**src/rtl/common_pkg.sv**
```systemverilog
// Shared types for the memory-access stage: memory-op class, funct3 encodings,
// FSM states and the access-size decode used by both the stage and its load aligner.
package common;

  typedef enum logic [1:0] {
    MEM_NONE  = 2'd0,
    MEM_LOAD  = 2'd1,
    MEM_STORE = 2'd2
  } mem_op_t;

  localparam logic [2:0] F3_LB  = 3'b000;
  localparam logic [2:0] F3_LH  = 3'b001;
  localparam logic [2:0] F3_LW  = 3'b010;
  localparam logic [2:0] F3_LBU = 3'b100;
  localparam logic [2:0] F3_LHU = 3'b101;
  localparam logic [2:0] F3_SB  = 3'b000;
  localparam logic [2:0] F3_SH  = 3'b001;
  localparam logic [2:0] F3_SW  = 3'b010;

  typedef enum logic [1:0] {
    IDLE = 2'd0,
    REQ  = 2'd1,
    RESP = 2'd2
  } mem_state_t;

  typedef enum logic [1:0] {
    SZ_BYTE = 2'd0,
    SZ_HALF = 2'd1,
    SZ_WORD = 2'd2
  } access_size_t;

  // Any funct3 that is not a byte or halfword form falls back to a word access.
  function automatic access_size_t access_size(input logic [2:0] funct3, input logic is_store);
    access_size_t size;
    size = SZ_WORD;
    if (is_store) begin
      if (funct3 == F3_SB)      size = SZ_BYTE;
      else if (funct3 == F3_SH) size = SZ_HALF;
    end else begin
      if (funct3 == F3_LB || funct3 == F3_LBU)      size = SZ_BYTE;
      else if (funct3 == F3_LH || funct3 == F3_LHU) size = SZ_HALF;
    end
    return size;
  endfunction

endpackage

```
**src/rtl/mem_access_stage_load_align.sv**
```systemverilog
// Load aligner: picks the addressed byte/halfword out of the bus word and
// sign- or zero-extends it according to funct3; unknown funct3 returns the full word.
module load_align
  import common::*;
(
  input  logic [31:0] rdata,
  input  logic [1:0]  off,
  input  logic [2:0]  funct3,
  output logic [31:0] data
);

  logic [7:0]  byte_lane;
  logic [15:0] half_lane;

  assign byte_lane = rdata[{off, 3'b000} +: 8];
  assign half_lane = rdata[{off[1], 4'b0000} +: 16];

  // NOTE: every always_comb output gets a default first so no path can infer a latch.
  always_comb begin
    data = rdata;
    case (funct3)
      F3_LB:   data = {{24{byte_lane[7]}}, byte_lane};
      F3_LBU:  data = {24'h0, byte_lane};
      F3_LH:   data = {{16{half_lane[15]}}, half_lane};
      F3_LHU:  data = {16'h0, half_lane};
      default: data = rdata;
    endcase
  end

endmodule

```
**src/rtl/mem_access_stage.sv**
```systemverilog
// Memory-access pipeline stage: one outstanding load/store on a valid/ready bus,
// registered writeback slot with backpressure. Optional macro: MISALIGN_TRAP_EN.
module mem_access_stage
  import common::*;
#(
  parameter int XLEN       = 32,
  parameter int REG_ADDR_W = 5
) (
  input  logic                  clk,
  input  logic                  rst_n,
  input  logic                  in_valid,
  output logic                  in_ready,
  input  logic [XLEN-1:0]       in_alu_out,
  input  logic [XLEN-1:0]       in_store_data,
  input  logic [1:0]            in_mem_op,
  input  logic [2:0]            in_funct3,
  input  logic [REG_ADDR_W-1:0] in_rd,
  output logic                  dmem_req_valid,
  input  logic                  dmem_req_ready,
  output logic [XLEN-1:0]       dmem_addr,
  output logic                  dmem_we,
  output logic [XLEN-1:0]       dmem_wdata,
  output logic [3:0]            dmem_wstrb,
  input  logic                  dmem_resp_valid,
  input  logic [XLEN-1:0]       dmem_rdata,
  output logic                  wb_valid,
  input  logic                  wb_ready,
  output logic [REG_ADDR_W-1:0] wb_rd,
  output logic [XLEN-1:0]       wb_data,
  output logic                  wb_misalign
);

  mem_state_t   state, state_next;
  mem_op_t      op;
  access_size_t in_size;
  logic [1:0]   in_off;
  logic         in_is_store;
  logic         accept, is_mem, misaligned, go_mem, resp_done;
  logic [31:0]  st_wdata;
  logic [3:0]   st_wstrb;
  logic [31:0]  load_data;

  logic [1:0]            lat_off;
  logic [2:0]            lat_funct3;
  logic [REG_ADDR_W-1:0] lat_rd;
  logic                  lat_store;

  assign op          = mem_op_t'(in_mem_op);
  assign in_off      = in_alu_out[1:0];
  assign in_is_store = (op == MEM_STORE);
  assign in_size     = access_size(in_funct3, in_is_store);

  assign in_ready  = (state == IDLE) && (!wb_valid || wb_ready);
  assign accept    = in_valid && in_ready;
  assign is_mem    = (op == MEM_LOAD) || (op == MEM_STORE);
  assign resp_done = (state == RESP) && dmem_resp_valid;

`ifdef MISALIGN_TRAP_EN
  assign misaligned = is_mem && ((in_size == SZ_HALF && in_off[0]) ||
                                 (in_size == SZ_WORD && in_off != 2'b00));
`else
  assign misaligned = 1'b0;
`endif

  assign go_mem = accept && is_mem && !misaligned;

  always_comb begin
    state_next = state;
    case (state)
      IDLE:    if (go_mem) state_next = REQ;
      REQ:     if (dmem_req_ready) state_next = RESP;
      RESP:    if (dmem_resp_valid) state_next = IDLE;
      default: state_next = IDLE;
    endcase
  end

  // Lane replication lets the bus write the addressed lanes without its own shifter.
  always_comb begin
    st_wdata = in_store_data;
    st_wstrb = 4'b1111;
    case (in_size)
      SZ_BYTE: begin
        st_wdata = {4{in_store_data[7:0]}};
        st_wstrb = 4'b0001 << in_off;
      end
      SZ_HALF: begin
        st_wdata = {2{in_store_data[15:0]}};
        st_wstrb = 4'b0011 << {in_off[1], 1'b0};
      end
      default: begin
        st_wdata = in_store_data;
        st_wstrb = 4'b1111;
      end
    endcase
  end

  // NOTE: sequential state uses non-blocking assignments so every flop samples pre-edge values.
  always_ff @(posedge clk) begin
    if (!rst_n) state <= IDLE;
    else        state <= state_next;
  end

  always_ff @(posedge clk) begin
    if (!rst_n) begin
      dmem_req_valid <= 1'b0;
      dmem_addr      <= '0;
      dmem_we        <= 1'b0;
      dmem_wdata     <= '0;
      dmem_wstrb     <= 4'b0000;
      wb_valid       <= 1'b0;
      wb_rd          <= '0;
      wb_data        <= '0;
      wb_misalign    <= 1'b0;
    end else begin
      if (wb_valid && wb_ready) wb_valid <= 1'b0;

      // Pass-through ops and trapped misaligned accesses complete straight from IDLE.
      if (accept && !go_mem) begin
        wb_valid    <= 1'b1;
        wb_misalign <= misaligned;
        wb_rd       <= misaligned ? '0 : in_rd;
        wb_data     <= in_alu_out;
      end

      if (go_mem) begin
        dmem_req_valid <= 1'b1;
        dmem_addr      <= {in_alu_out[XLEN-1:2], 2'b00};
        dmem_we        <= in_is_store;
        dmem_wdata     <= in_is_store ? st_wdata : '0;
        dmem_wstrb     <= in_is_store ? st_wstrb : 4'b0000;
      end

      if (state == REQ && dmem_req_ready) dmem_req_valid <= 1'b0;

      if (resp_done) begin
        wb_valid    <= 1'b1;
        wb_misalign <= 1'b0;
        wb_rd       <= lat_store ? '0 : lat_rd;
        wb_data     <= lat_store ? '0 : load_data;
      end
    end
  end

  // NOTE: payload registers carry no reset; they are only read while state says they are live.
  always_ff @(posedge clk) begin
    if (go_mem) begin
      lat_off    <= in_off;
      lat_funct3 <= in_funct3;
      lat_rd     <= in_rd;
      lat_store  <= in_is_store;
    end
  end

  load_align u_load_align (
    .rdata  (dmem_rdata),
    .off    (lat_off),
    .funct3 (lat_funct3),
    .data   (load_data)
  );

endmodule
```
**config.mk**
```make
export PLATFORM = sky130hd
export DESIGN_NAME = mem_access_stage
export DESIGN_NICKNAME = d
export VERILOG_FILES = /design/src/rtl/common_pkg.sv /design/src/rtl/mem_access_stage_load_align.sv /design/src/rtl/mem_access_stage.sv
export SDC_FILE = /design/constraint.sdc
export NUM_CORES = 1
export LEC_CHECK = 0
export CORE_UTILIZATION = 40
export DETAILED_ROUTE_END_ITERATION = 8
export GPL_TIMING_DRIVEN = 0
export PLACE_DENSITY_LB_ADDON = 0.08
export SLEW_MARGIN = 10
export SYNTH_ARGS = -nofsm -noshare
export SYNTH_HDL_FRONTEND = slang
export SYNTH_SLANG_ARGS = --single-unit
```
**constraint.sdc**
```tcl
create_clock -name clk -period 1.6 [get_ports clk]
set_clock_uncertainty 0.15 [all_clocks]
set_input_delay 0.24 -clock clk [delete_from_list [all_inputs] [get_ports clk]]
set_output_delay 0.24 -clock clk [all_outputs]
set_load 0.01 [all_outputs]
```
==> results.yml <==
run_status:
  violations: "negative setup slack"
  status: "complete, but fails checks"
critical_path:
  required_ns: 1.74
  worstPathArrival_ns: 2.05
  rr_worst_depth: 6
  crit_type: "flip-flop to flip-flop"
  path_max_fanout: 8
  path_cells: "buf_6 > mux4_2 > and3b_1 > buf_6 > o221ai_2 > a21oi_1"
  critical_path.max_stage_delay_ns: 0.50
  cp_slowest_cell: "mux4_2"
  cpLargestDelayFamily: "multiplexers"
  r2r_end: "wb_data[8]"
  r2r_slack_ns: -0.31
  crit_cells: 6
  critPathBufInv: 2
  crit_top_cell: "buf_6"
  crit_path_end_kind: "flip-flop"
  worstReg2RegStart: "lat_off[1]"
  start_kind: "flip-flop"
floorplan:
  rows: 43
  ios: 222
  die_x_um: 121
  initial_core_util: 0.409
  die-area_um2: 14600
  die_y_um: 121
  core-area_um2: 13800
clock_network:
  cts_sinks: 119
  insertion_delay_ns: 0.41
  ctsLongestPathBuffers: 2
  tritoncts: "done"
  cts-root-buf: "clkbuf_16"
  cts.clk_slew.worst_paths_ns: 0.06
  h-tree-depth: 4
  cts_buffers: 17
  hold_buffers: 0
final_layout:
  stdcell_count: 1107
  drive_above_1_share: 0.198
  antenna_cells: 0
  area_growth_pct: 66.1
  final_nets: 1028
yosys:
  synth_edf_count: 11
  yosys-top-cells-count: "nand2_1 (126), dfxtp_1 (108), a21boi_0 (60), o21ai_0 (42), clkbuf_1 (34)"
  synth-seq-area-share: 0.440
  synth_compound_area_frac: 0.277
  yosysWarnings: 0
  synthMuxAreaShare: 0.0645
  synthFlopType: "dfxtp_1"
  synthSimpleGateAreaFrac: 0.161
  synth_cells: 646
  synth_top_area_share: 0.382
  syn_area_per_cell_um2: 8.76
  yosysTopAreaCell: "dfxtp_1"
  synth_top_family_by_area: "compound AO/OA/AOI/OAI gates"
  synthTopCellsByArea: "dfxtp_1 (38%), nand2_1 (8.4%), a21boi_0 (8.0%)"
  syn_area_um2: 5660
  synthAdderAreaFrac: 0.00221
  synth_xor_area_frac: 0
  synth_most_common_cell: "nand2_1"
  synth_cell_types: 48
  async_reset_ff_frac: 0
  ys_ff_latch: 119
hold_path:
  holdCritStartpoint: "in_alu_out[7]"
  hold-path-endpoint: "dmem_addr[7]"
  hold_depth: 3
  hold_path.class: "input port to flip-flop"
timing:
  worstMarginPinSlew_ns: 0.542
  maxSlewViolCount: 0
  finalHoldViolations: 0
  relSlewSlack: 0.639
  fin_ws_ns: -0.306
  rsz0062_at_grt: "yes"
  finalCritPeriodShare: 1.19
  fin_setup_tns_ns: -7.19
  timing.fmax_mhz: 525
  setup_viol: 43
  layout_min_cycle_time_ns: 1.91
global_routing:
  grt_usage: 0.297
  grt_overflow_total: 0
  antenna_found_initial: 0
  grt_pass1_vias: 6138
  grt_max_degree: 21
  grt_pass1_wl_mm: 33.2
place:
  dp_hpwl_mm: 16.1
  port_buffers: 218
  place.gp.congestion: 0.887
  place_inst: 1046
route:
  firstDrtPassIters: 5
  wl_mm: 21.9
  dr_total_vias: 6170
  antenna_left: 0
  via_per_inst: 5.57
  drt_iter0_drc: 451
  drc: 0
  wl_per_cell_um: 19.8
flow_run:
  drv_cap: 0
power_and_ir_drop:
  vdd_drop_max_mv: 0.746
  leakagePower_nw: 3.93
  power_density_nw_per_um2: 946
[worst min-delay path, delay by kind of cell]
family / cells / cell delay (ns)
AND/OR/NAND/NOR: 1 / 0.06
AO/OA/AOI/OAI: 1 / 0.06
buffers and inverters: 1 / 0.42
[kinds of logic after synthesis]
family / after synthesis
mux: 33
buf+inv: 68
compound gates: 223
simple gates: 201
flops: 119
other cells: 1
fa+ha+maj: 1
[power breakdown]
part	internal, mW	switching, mW
Sequential	3.21	0.112
Clock	2.45	1.33
Combinational	0.887	0.907
[metrics by stage]
step / power, mW / setup slack (ns) / hold WS (ns) / instance area (um^2) / utilization
2_1_floorplan: 4.10 / -0.166 / 0.189 / 5760 / -
3_3_place_gp: 4.99 / -0.829 / 0.301 / 8170 / 0.591
3_5_place_dp: 5.02 / -0.911 / 0.306 / 8170 / 0.591
4_1_cts: 8.81 / -0.292 / 0.255 / 9130 / 0.660
5_1_grt: 9.21 / -0.363 / 0.254 / 9400 / 0.680
6_report: 8.90 / -0.306 / 0.270 / 9400 / 0.680
[how the worst max path moves through the flow]
stage	from	endpoint	slack, ns
after CTS	lat_off[1]	wb_data[11]	-0.29
after global routing	lat_off[1]	wb_data[11]	-0.36
after detailed placement	dmem_resp_valid	wb_data[11]	-0.91
after floorplan	lat_off[1]	wb_data[10]	-0.17
after global placement	dmem_resp_valid	wb_data[9]	-0.83
final	lat_off[1]	wb_data[8]	-0.31
[flip-flops by register name, summed over array words and instances, names as in the netlist]
name	flops
dmem_addr	30
dmem_req_valid	1
dmem_wdata	32
dmem_we	1
dmem_wstrb	4
lat_funct3	3
lat_off	2
lat_rd	5
lat_store	1
state	2
wb_data	32
wb_rd	5
wb_valid	1
[cells in the final DEF, fill, tap and decap left out, types with 19 or more instances in the layout]
master           netlist  layout
o21ai_0               42      38
clkbuf_16              0      19
clkbuf_1              34      19
o31ai_1               31      30
a21boi_1               0      19
nand3_1               28      26
a21boi_0              60      35
nand2_1              126     109
mux2i_1               23      20
dlygate4sd2_1          0     108
buf_4                  4      29
clkdlybuf4s50_1        0     109
dfxtp_1              108     106
[repair_timing]
action	CTS	global route
cloned	4	1
endpoints found under the setup margin	226	109
buffers inserted	23	6
gates resized for setup	218	70
pin swaps	50	16
[layer usage]
layer / GRT usage / share of wire / up-vias
met5: 0 / 0 / -
met4: 0.102 / 0.020 / 0
met3: 0.0677 / 0.086 / 33
met2: 0.458 / 0.45 / 273
met1: 0.407 / 0.45 / 2969
li1: - / - / 2895
[cell type report]
cell class	count	area (um^2)
Clock buffer	24	493
Fill cell	1151	4420
Inverter	7	33.8
Sequential cell	119	2500
Buffer	57	425
Tap cell	180	225
Multi-Input combinational cell	461	3250
Timing Repair Buffer	252	2380
Clock inverter	7	92.6
No activity file was read; power rests on OpenSTA's default activity.
